===== config.mk =====
export PLATFORM = sky130hd
export DESIGN_NAME = inexrecur_frame_fetch
export DESIGN_NICKNAME = d
export VERILOG_FILES = /design/src/rtl/inexrecur_pkg.sv /design/src/rtl/inexrecur_skid_buf.sv /design/src/rtl/inexrecur_frame_fetch.sv
export SDC_FILE = /design/constraint.sdc
export NUM_CORES = 1
export LEC_CHECK = 0
export ABC_AREA = 1
export CAP_MARGIN = 20
export CORE_MARGIN = 8
export CORE_UTILIZATION = 45
export CTS_CLUSTER_DIAMETER = 60
export DETAILED_ROUTE_END_ITERATION = 8
export PLACE_DENSITY = 0.69
export SLEW_MARGIN = 20
export SYNTH_ARGS = -nofsm -noshare
export SYNTH_HDL_FRONTEND = slang
export SYNTH_SLANG_ARGS = --single-unit

===== constraint.sdc =====
create_clock -name clk -period 5.7 [get_ports clk]
set_input_delay 1.14 -clock clk [delete_from_list [all_inputs] [get_ports clk]]
set_output_delay 1.14 -clock clk [all_outputs]
set_load 0.03 [all_outputs]

===== src/rtl/inexrecur_pkg.sv =====
// Shared types and helpers for the inexact-recursion frame fetch block.
//   AW, DW, FW : regfile address width, entry width, field width
//   state_t    : fetch controller state encoding (also the debug view)
//   frame_t    : one unpacked frame {addr, f3, f2, f1, f0}
//   get_field / unpack_frame : byte-field extraction from a regfile entry
package inexrecur_pkg;

    localparam int AW = 12;
    localparam int DW = 32;
    localparam int FW = 8;

    typedef enum logic [1:0] {
        IDLE  = 2'd0,
        FETCH = 2'd1,
        DRAIN = 2'd2,
        DONE  = 2'd3
    } state_t;

    typedef struct packed {
        logic [AW-1:0] addr;
        logic [FW-1:0] f3;
        logic [FW-1:0] f2;
        logic [FW-1:0] f1;
        logic [FW-1:0] f0;
    } frame_t;

    // Field idx 3 is the most significant byte of the entry.
    function automatic logic [FW-1:0] get_field(input logic [DW-1:0] word, input int idx);
        return word[idx*FW +: FW];
    endfunction

    function automatic frame_t unpack_frame(input logic [AW-1:0] addr, input logic [DW-1:0] word);
        frame_t f;
        f.addr = addr;
        f.f3   = get_field(word, 3);
        f.f2   = get_field(word, 2);
        f.f1   = get_field(word, 1);
        f.f0   = get_field(word, 0);
        return f;
    endfunction

endpackage


===== src/rtl/inexrecur_skid_buf.sv =====
// BUF_D-deep FIFO of frame_t used as the skid buffer between the regfile
// return path and the engine handshake. There is no overflow guard: the
// producer's credit logic never pushes into a full buffer.
// Ports:
//   clk, rst_n : clock, asynchronous active-low reset
//   push       : write push_data at the tail this cycle
//   push_data  : frame to write
//   pop        : drop the head this cycle (only when occ != 0)
//   head       : current head entry (all zero after reset)
//   occ        : number of stored entries
module inexrecur_skid_buf
    import inexrecur_pkg::*;
#(
    parameter int BUF_D = 2,
    parameter int OW    = $clog2(BUF_D + 1)
) (
    input  logic          clk,
    input  logic          rst_n,
    input  logic          push,
    input  frame_t        push_data,
    input  logic          pop,
    output frame_t        head,
    output logic [OW-1:0] occ
);

    localparam int PW = $clog2(BUF_D);

    frame_t        mem [BUF_D];
    logic [PW-1:0] wr_ptr;
    logic [PW-1:0] rd_ptr;

    function automatic logic [PW-1:0] ptr_inc(input logic [PW-1:0] p);
        return (p == PW'(BUF_D - 1)) ? '0 : p + 1'b1;
    endfunction

    always_ff @(posedge clk or negedge rst_n) begin
        if (!rst_n) begin
            for (int i = 0; i < BUF_D; i++) begin
                mem[i] <= '0;
            end
            wr_ptr <= '0;
            rd_ptr <= '0;
            occ    <= '0;
        end else begin
            if (push) begin
                mem[wr_ptr] <= push_data;
                wr_ptr      <= ptr_inc(wr_ptr);
            end
            if (pop) begin
                rd_ptr <= ptr_inc(rd_ptr);
            end
            case ({push, pop})
                2'b10:   occ <= occ + OW'(1);
                2'b01:   occ <= occ - OW'(1);
                default: occ <= occ;
            endcase
        end
    end

    assign head = mem[rd_ptr];

endmodule


===== src/rtl/inexrecur_frame_fetch.sv =====
// Drains entry_cnt entries from the regfile sequential read port, unpacks
// each into four byte fields and presents them to the inexact-recursion
// engine in order, with no drops or duplicates.
// Optional feature macro: INEXRECUR_FETCH_CHK_EN adds a sticky address
// continuity / range check on output err.
// Ports:
//   clk, rst_n      : clock, asynchronous active-low reset
//   start           : one-cycle pulse, accepted only in IDLE
//   entry_cnt       : entries to fetch, sampled on an accepted start
//   busy            : from the accepted start until done
//   done            : one-cycle pulse after the last frame handshake
//   seq_re          : regfile sequential read enable
//   seq_r_data      : regfile data, valid the cycle after seq_re
//   out_r_addr      : regfile address of seq_r_data, same timing
//   frame_valid/ready, frame_addr, frame_f3..f0 : frame output
//   dbg_state       : current controller state (state_t encoding)
//   err             : (INEXRECUR_FETCH_CHK_EN only) sticky check flag
//
// Handshake: a frame transfers in every cycle where frame_valid && frame_ready
// are both high at the rising edge. frame_valid never drops and frame_* never
// change while a frame is waiting (valid && !ready).
module inexrecur_frame_fetch
    import inexrecur_pkg::*;
#(
    parameter int BUF_D = 2
) (
    input  logic          clk,
    input  logic          rst_n,
    input  logic          start,
    input  logic [AW-1:0] entry_cnt,
    output logic          busy,
    output logic          done,
    output logic          seq_re,
    input  logic [DW-1:0] seq_r_data,
    input  logic [AW-1:0] out_r_addr,
    output logic          frame_valid,
    input  logic          frame_ready,
    output logic [AW-1:0] frame_addr,
    output logic [FW-1:0] frame_f3,
    output logic [FW-1:0] frame_f2,
    output logic [FW-1:0] frame_f1,
    output logic [FW-1:0] frame_f0,
    output logic [1:0]    dbg_state
`ifdef INEXRECUR_FETCH_CHK_EN
    ,
    output logic          err
`endif
);

    localparam int CW = AW + 1;
    localparam int OW = $clog2(BUF_D + 1);

    state_t        state, state_nxt;
    logic [AW-1:0] cnt;
    logic [CW-1:0] issued;
    logic [CW-1:0] recvd;
    logic          inflight;
    logic          start_ok;
    logic          push;
    logic          pop;
    logic          room;
    logic          issue_left;
    logic          last_pop;
    logic [OW-1:0] occ;
    frame_t        head;

    assign start_ok   = start && (state == IDLE);
    assign push       = inflight;
    assign pop        = frame_valid && frame_ready;
    assign issue_left = issued < {1'b0, cnt};
    // The final frame leaves when everything has returned and it is alone.
    assign last_pop   = pop && (occ == OW'(1)) && (recvd == {1'b0, cnt});

    // Credit: the entry requested now lands next cycle, on top of what is
    // stored after this cycle's pop plus whatever is already in flight.
    // Counting the pop keeps one frame per cycle with ready held high, and a
    // low ready removes that credit in the same cycle.
    assign room = (int'(occ) - int'(pop) + int'(inflight)) < BUF_D;

    // State register
    always_ff @(posedge clk or negedge rst_n) begin
        if (!rst_n) begin
            state <= IDLE;
        end else begin
            state <= state_nxt;
        end
    end

    // Next-state logic
    always_comb begin
        state_nxt = state;
        case (state)
            IDLE: begin
                if (start) begin
                    state_nxt = (entry_cnt != '0) ? FETCH : DONE;
                end
            end
            FETCH: begin
                if (issued + CW'(seq_re) == {1'b0, cnt}) begin
                    state_nxt = DRAIN;
                end
            end
            DRAIN: begin
                if (last_pop) begin
                    state_nxt = DONE;
                end
            end
            DONE: begin
                state_nxt = IDLE;
            end
            default: state_nxt = IDLE;
        endcase
    end

    // Outputs. busy includes the cycle start is accepted so that a zero-count
    // start shows busy for one cycle ahead of the done pulse.
    always_comb begin
        seq_re = (state == FETCH) && issue_left && room;
        busy   = (state == FETCH) || (state == DRAIN) || start_ok;
        done   = (state == DONE);
    end

    assign dbg_state = state;

    // Counters and in-flight tracking
    always_ff @(posedge clk or negedge rst_n) begin
        if (!rst_n) begin
            cnt      <= '0;
            issued   <= '0;
            recvd    <= '0;
            inflight <= 1'b0;
        end else begin
            inflight <= seq_re;
            if (start_ok) begin
                cnt    <= entry_cnt;
                issued <= '0;
                recvd  <= '0;
            end else begin
                if (seq_re) begin
                    issued <= issued + CW'(1);
                end
                if (push) begin
                    recvd <= recvd + CW'(1);
                end
            end
        end
    end

    inexrecur_skid_buf #(
        .BUF_D (BUF_D),
        .OW    (OW)
    ) u_skid_buf (
        .clk       (clk),
        .rst_n     (rst_n),
        .push      (push),
        .push_data (unpack_frame(out_r_addr, seq_r_data)),
        .pop       (pop),
        .head      (head),
        .occ       (occ)
    );

    assign frame_valid = (occ != '0);
    assign frame_addr  = head.addr;
    assign frame_f3    = head.f3;
    assign frame_f2    = head.f2;
    assign frame_f1    = head.f1;
    assign frame_f0    = head.f0;

`ifdef INEXRECUR_FETCH_CHK_EN
    // The first returned address becomes the base; every later entry must
    // follow it contiguously, and the run must fit below the top address.
    logic [AW-1:0] base;

    always_ff @(posedge clk or negedge rst_n) begin
        if (!rst_n) begin
            err  <= 1'b0;
            base <= '0;
        end else if (start_ok) begin
            err <= 1'b0;
        end else if (push) begin
            if (recvd == '0) begin
                base <= out_r_addr;
                if ({1'b0, cnt} > ({1'b0, {AW{1'b1}}} - {1'b0, out_r_addr})) begin
                    err <= 1'b1;
                end
            end else if (out_r_addr != base + recvd[AW-1:0]) begin
                err <= 1'b1;
            end
        end
    end
`endif

endmodule

Yosys cells after proc, flatten, opt, wreduce, memory -nomap -nowiden:

Index checks and enable logic that the tools add are counted.

* latch bits: 0
* memories: 0
* memory bits (writable): 0
* memory bits (read-only): 0
* word-level logic and storage cells: 79
* input port bits: 60
* output and inout bits: 50
* flip-flop bits (word level): 133

* muxes and demuxes: 18
* reduce and logical (&&, ||, !) cells: 16
* equal/unequal tests: 11
* div/mod/pow operators: 0
* order comparisons: 5
* $mul: 0
* add/sub/neg operators: 9
* shift operators: 0
* bitwise gates (word level): 2

Operators by type and width (number)
* $mux W44: 4
* $bwmux W88: 1
* $mux W13: 4
* $demux W44 S1: 1
* $add A13 B1 Y13 const B: 2
* $eq A13 B12 Y1: 2
* $add A13 B1 Y13: 1
* $lt A13 B12 Y1: 1
* $reduce_bool A12 Y1: 1
* $mux W2: 4
* $pmux W2 S4: 1
* $reduce_bool A2 Y1: 4
* $logic_and A1 B1 Y1: 7
* $eq A2 B1 Y1 const B: 3
* $eq A2 B2 Y1 const B: 3
* $ne A2 B2 Y1 const B: 3
* $add A3 B2 Y4: 1
* $ge A2 B2 Y1 const B: 2
* $lt A4 B3 Y1 const B: 1
* $not A1 Y2: 2
* $pmux W2 S2: 1
* $reduce_and A3 Y1: 1
* $sub A2 B1 Y3: 1
* $add A1 B1 Y1 const B: 2
* 6 further kinds: 8

Logic depth before layout (Yosys ltp):

Gate-level depths: netlist of run 1.

* depth after elaboration: 10
* gate-level depth with buffers: 27
* gate-level depth less buffers: 26

Hierarchy:

Synthesis of run 1 repeated with hierarchy kept, for this count alone.

* cells, all modules: 928
* area, all modules: 7158.1 um^2

Modules (own cells, without submodules)
* inexrecur_skid_buf: sequential area each 2302.2 um^2, instances 1, area each 4037.6 um^2, cells an instance 491
* inexrecur_frame_fetch: sequential area each 1026.0 um^2, instances 1, area each 3120.5 um^2, cells an instance 437

Worst setup path after synthesis of run 1:

Ideal clock, no wire load.

* kind: input-to-reg
* start point: input port frame_ready
* end point: register state[0], in the netlist dbg_state[0]
* setup time: 0.118 ns
* cell stages on the path: 22
* arrival time: 3.906 ns
* setup slack: 1.675 ns
* buffers on the path: 1
* data required time: 5.582 ns
* cell sequence: nand2_1 -> nor2_1 -> o21ai_0 -> fa_1 -> nand4_1 -> a31oi_2 -> nand2_2 -> buf_6 -> inv_1 -> ha_1 -> ha_1 -> nand2_2 -> nor2_2 -> nand2_1 -> o21ai_0 -> nand3_1 -> nor2_1 -> nand3_1 -> nand2_1 -> nand2_1 -> nand2_1 -> nand2_1

* word-level cells in the longest chain between the ends: 9
* elaborated cells on any way between the ends: 12
* those cells by class: add/sub (3); order compare (1); eq/ne (3); reduce/logical (5)

RTL lines
* start: declaration: RTL line inexrecur_frame_fetch.sv:37 `input logic frame_ready,`
* $logic_and A1 B1 Y1: RTL line inexrecur_frame_fetch.sv:69 `assign pop = frame_valid && frame_ready;`
* $sub A2 B1 Y3: RTL line inexrecur_frame_fetch.sv:78 `assign room = (int'(occ) - int'(pop) + int'(inflight)) < BUF_D;`
* $add A3 B2 Y4: RTL line inexrecur_frame_fetch.sv:78
* $lt A4 B3 Y1: RTL line inexrecur_frame_fetch.sv:78
* $logic_and A1 B1 Y1: RTL line inexrecur_frame_fetch.sv:118 `seq_re = (state == FETCH) && issue_left && room;`
* named net seq_re: RTL line inexrecur_frame_fetch.sv:33 `output logic seq_re,`
* $add A13 B1 Y13: RTL line inexrecur_frame_fetch.sv:99 `if (issued + CW'(seq_re) == {1'b0, cnt}) begin`
* $eq A13 B12 Y1: RTL line inexrecur_frame_fetch.sv:99
* $ne A2 B2 Y1 (no source line)
* $reduce_and A3 Y1 (no source line)
* end signal: assignment: RTL line inexrecur_frame_fetch.sv:85 `state <= state_nxt;`
* end: declaration: RTL line inexrecur_frame_fetch.sv:53 `state_t state, state_nxt;`

The timed path passes the listed nets, and every way through them passes these cells.
A chain may end at the register's enable or synchronous reset.

Final worst setup path of run 1:

* start point: input port frame_ready
* end point: output port seq_re

* word-level cells in the longest chain between the ends: 5

RTL lines (RTL line)
* $logic_and A1 B1 Y1: inexrecur_frame_fetch.sv:69
* $sub A2 B1 Y3: inexrecur_frame_fetch.sv:78
* $add A3 B2 Y4: inexrecur_frame_fetch.sv:78
* $lt A4 B3 Y1: inexrecur_frame_fetch.sv:78
* $logic_and A1 B1 Y1: inexrecur_frame_fetch.sv:118
* end: declaration: inexrecur_frame_fetch.sv:33

No other way between the ends.

==> impl_metrics.tcl, run 1 <==
set metrics [dict create \
    outcome "completed" \
    cp_max_fo 14 \
    cts.sinks 133 \
    seq_area_frac_synth_pct 47.1 \
    final.min_clock_period_ns 5.37 \
    final-setup-viol-count 0 \
    cp-start-kind "input pin" \
    rsz0062_at_grt "no" \
    dr.pass1.iters 5 \
    path_cells "clkdlybuf4s50_1 -> nand2_1 -> nor2_1 -> o21ai_0 -> fa_1 -> nand4_1 -> a31oi_2 -> nand2_2 -> inv_1 -> clkdlybuf4s50_1" \
    drv_cap 0 \
    path_class "in -> out" \
    via_per_inst 4.85 \
    core_area_mm2 0.0156 \
    tightest_slew_ns 0.875 \
    max_stage_delay_ns 0.69 \
    synth-seq-cells 133 \
    cts_root_buffer "clkbuf_16" \
    die_x_um 141 \
    syn_avg_cell_area_um2 7.57 \
    min-delay-path-class "reg -> reg" \
    ctsResizeCount 0 \
    synth.area.top_cells "dfrtp_1, nand2_1, o21ai_0, inv_1, ha_1" \
    post-cts-setup-buffers 0 \
    yosysTopAreaCellShare_pct 47.1 \
    areaGrowthSynthToFinish_pct 24.7 \
    critical_path_buf_inv_count 3 \
    synthesis.area_mm2 0.00707 \
    p_leak_nw 4.57 \
    hpwl_um 12000 \
    drtAntennaViolNets 0 \
    critical_path_required_ns 4.56 \
    p_total_mw 4.98 \
    synth_flop_cell "dfrtp_1" \
    fillCellCount 1466 \
    grt_max_degree 89 \
    drt_iter0_drc 540 \
    yosysUniqueCellTypes 37 \
    clock_skew_ns 0.0122 \
    diodes 0 \
    antenna_found_initial 0 \
    relSlewSlack_pct 41.6 \
    dieArea_mm2 0.0200 \
    routedWlPerCell_um 13.8 \
    drc 0 \
    critPathArrivalTime_ns 4.23 \
    maxSlewViolCount 0 \
    syn_inst 934 \
    final_common_cell "nand2_1" \
    grt_pass1_vias 5897 \
    yosysWarningCount 0 \
    cp-end-kind "output port" \
    gp_congestion 0.875 \
    cts_buffers 17 \
    max_freq_ghz 0.186 \
    start_util_pct 45.3 \
    clkLatencyLatePin_ns 0.42 \
    irDropWorstVdd_mv 0.339 \
    critPathSlowestCell "clkdlybuf4s50_1" \
    cts_tree "done" \
    layout_common_cells "nand2_1, dfrtp_1, inv_1" \
    grt.total_usage_pct 18.5 \
    nNetsFinal 1111 \
    cts.htree.levels 4 \
    gr-total-overflow 0 \
    path_delay_family "buffers and inverters" \
    clock_tree.buffer_depth 2 \
    grt_pass1_wl_um 29700 \
    async_reset_ff_share_pct 100 \
    io_pins 110 \
    clk_pin_slew_ns 0.05 \
    die_h_um 141 \
    setup_tns_ns 0 \
    drive_above_1_share_pct 5.49 \
    timing.critical_path.mode_cell "clkdlybuf4s50_1" \
    syn-num-nets 1017 \
    vias 6078 \
    fin_crit_sh_pct 94.2 \
    pwr_density_cell_mw_per_mm2 565 \
    core.rowCount 46 \
    drt-total-wl_um 17300 \
    synth_area_leader_cell "dfrtp_1" \
    port_buffers 109 \
    synth_edf_count 0 \
    cts_hold_buffers 0 \
    hold_viol 0 \
]
==> worst min-delay path, stage by stage, from the launching register on <==
cell and delay, ns:
dfrtp_1 0.34, nand2_1 0.05, o21ai_0 0.05
==> final timing paths <==
path / from / end / slack (ns) / cells past startpoint
setup / recovery: frame_ready / seq_re / 0.33 / 10
hold / removal: u_skid_buf.mem[56]$_DFFE_PN0P_ / u_skid_buf.mem[56]$_DFFE_PN0P_ / 0.48 / 2
setup reg to reg: u_skid_buf.occ[0]$_DFFE_PN0P_ / dbg_state[1]$_DFFE_PN0P_ / 1.41 / 24
hold reg to reg: u_skid_buf.mem[56]$_DFFE_PN0P_ / u_skid_buf.mem[56]$_DFFE_PN0P_ / 0.48 / 2
max in group asynchronous: rst_n / issued[4]$_DFFE_PN0P_ / 3.81 / 2
min in group asynchronous: rst_n / u_skid_buf.mem[46]$_DFFE_PN0P_ / 0.78 / 1
==> Yosys cell counts (all sizes together) (2+ instances only) <==
library cell / count
o22ai: 5
clkbuf: 29
ha: 22
nor2: 49
o221ai: 2
xnor2: 5
nor3: 3
o21ai: 111
dfrtp: 133
buf: 10
nand2: 346
nand3: 35
o21bai: 2
or2: 4
nor4: 3
a21oi: 13
inv: 121
nand4: 19
a31oi: 2
xor2: 16
==> layout make-up <==
class / instances / area [um^2] / area share (%)
Tap cell: 216 / 270 / 3.06
Multi-Input combinational cell: 641 / 3120 / 35.3
Inverter: 121 / 454 / 5.15
Clock buffer: 25 / 495 / 5.62
Clock inverter: 4 / 23.8 / 0.270
Sequential cell: 133 / 3330 / 37.7
Timing Repair Buffer: 114 / 1130 / 12.8
==> flip-flops by register name, indices dropped and copies added (netlist names) <==
signal / flops
u_skid_buf.mem: 88
issued: 13
recvd: 13
cnt: 12
dbg_state: 2
u_skid_buf.occ: 2
inflight: 1
u_skid_buf.rd_ptr: 1
u_skid_buf.wr_ptr: 1
==> cell families (layout without fill, tap and decap cells) <==
family / after synthesis / count (layout) / synth area share (%)
simple gates: 460 / 460 / 27.0
xor+xnor: 21 / 21 / 2.60
buf+inv: 160 / 264 / 8.90
fa+ha+maj: 23 / 23 / 4.18
flops: 133 / 133 / 47.1
compound gates: 137 / 137 / 10.2
==> layer usage <==
layer / wire length [um] / up-vias / GRT usage, % / part of all wire [%]
met4: 230 / 0 / 6.79 / 1.3
li1: - / 3113 / - / -
met2: 7980 / 162 / 28.6 / 46
met1: 8150 / 2786 / 24.5 / 47
met3: 953 / 17 / 4.87 / 5.5
met5: 0 / - / 0 / 0
==> stage by stage <==
stage          setup slack (ns)  hold slack (ns)  util (%)  instance area [um^2]  instances
3_3_place_gp              0.434            0.466      53.2                  8300       1225
5_1_grt                  0.0184            0.495      56.5                  8820       1254
4_1_cts                   0.316            0.486      56.5                  8820       1254
2_1_floorplan              1.68            0.453         -                  7070        934
6_report                  0.330            0.480      56.5                  8820       1254
3_5_place_dp              0.333            0.473      53.2                  8300       1225
==> power breakdown <==
| part | switching [mW] | internal (mW) | leakage (nW) |
|---|---|---|---|
| combinational | 1.50 | 0.913 | 2.65 |
| clock | 0.372 | 0.592 | 0.259 |
| sequential | 0.265 | 1.34 | 1.67 |
Note: power is estimated with default switching activity, not from simulation.
==> run 2: changes to the inputs <==
- TNS_END_PERCENT: unset -> 50
==> results of run 2 <==
Final layout, timing and power as in run 1 (identical DEF).
==> run 3: changes to the inputs <==
- ABC_CLOCK_PERIOD_IN_PS: unset -> 5700
==> results of run 3 <==
Final layout, timing and power as in run 1 (identical DEF).
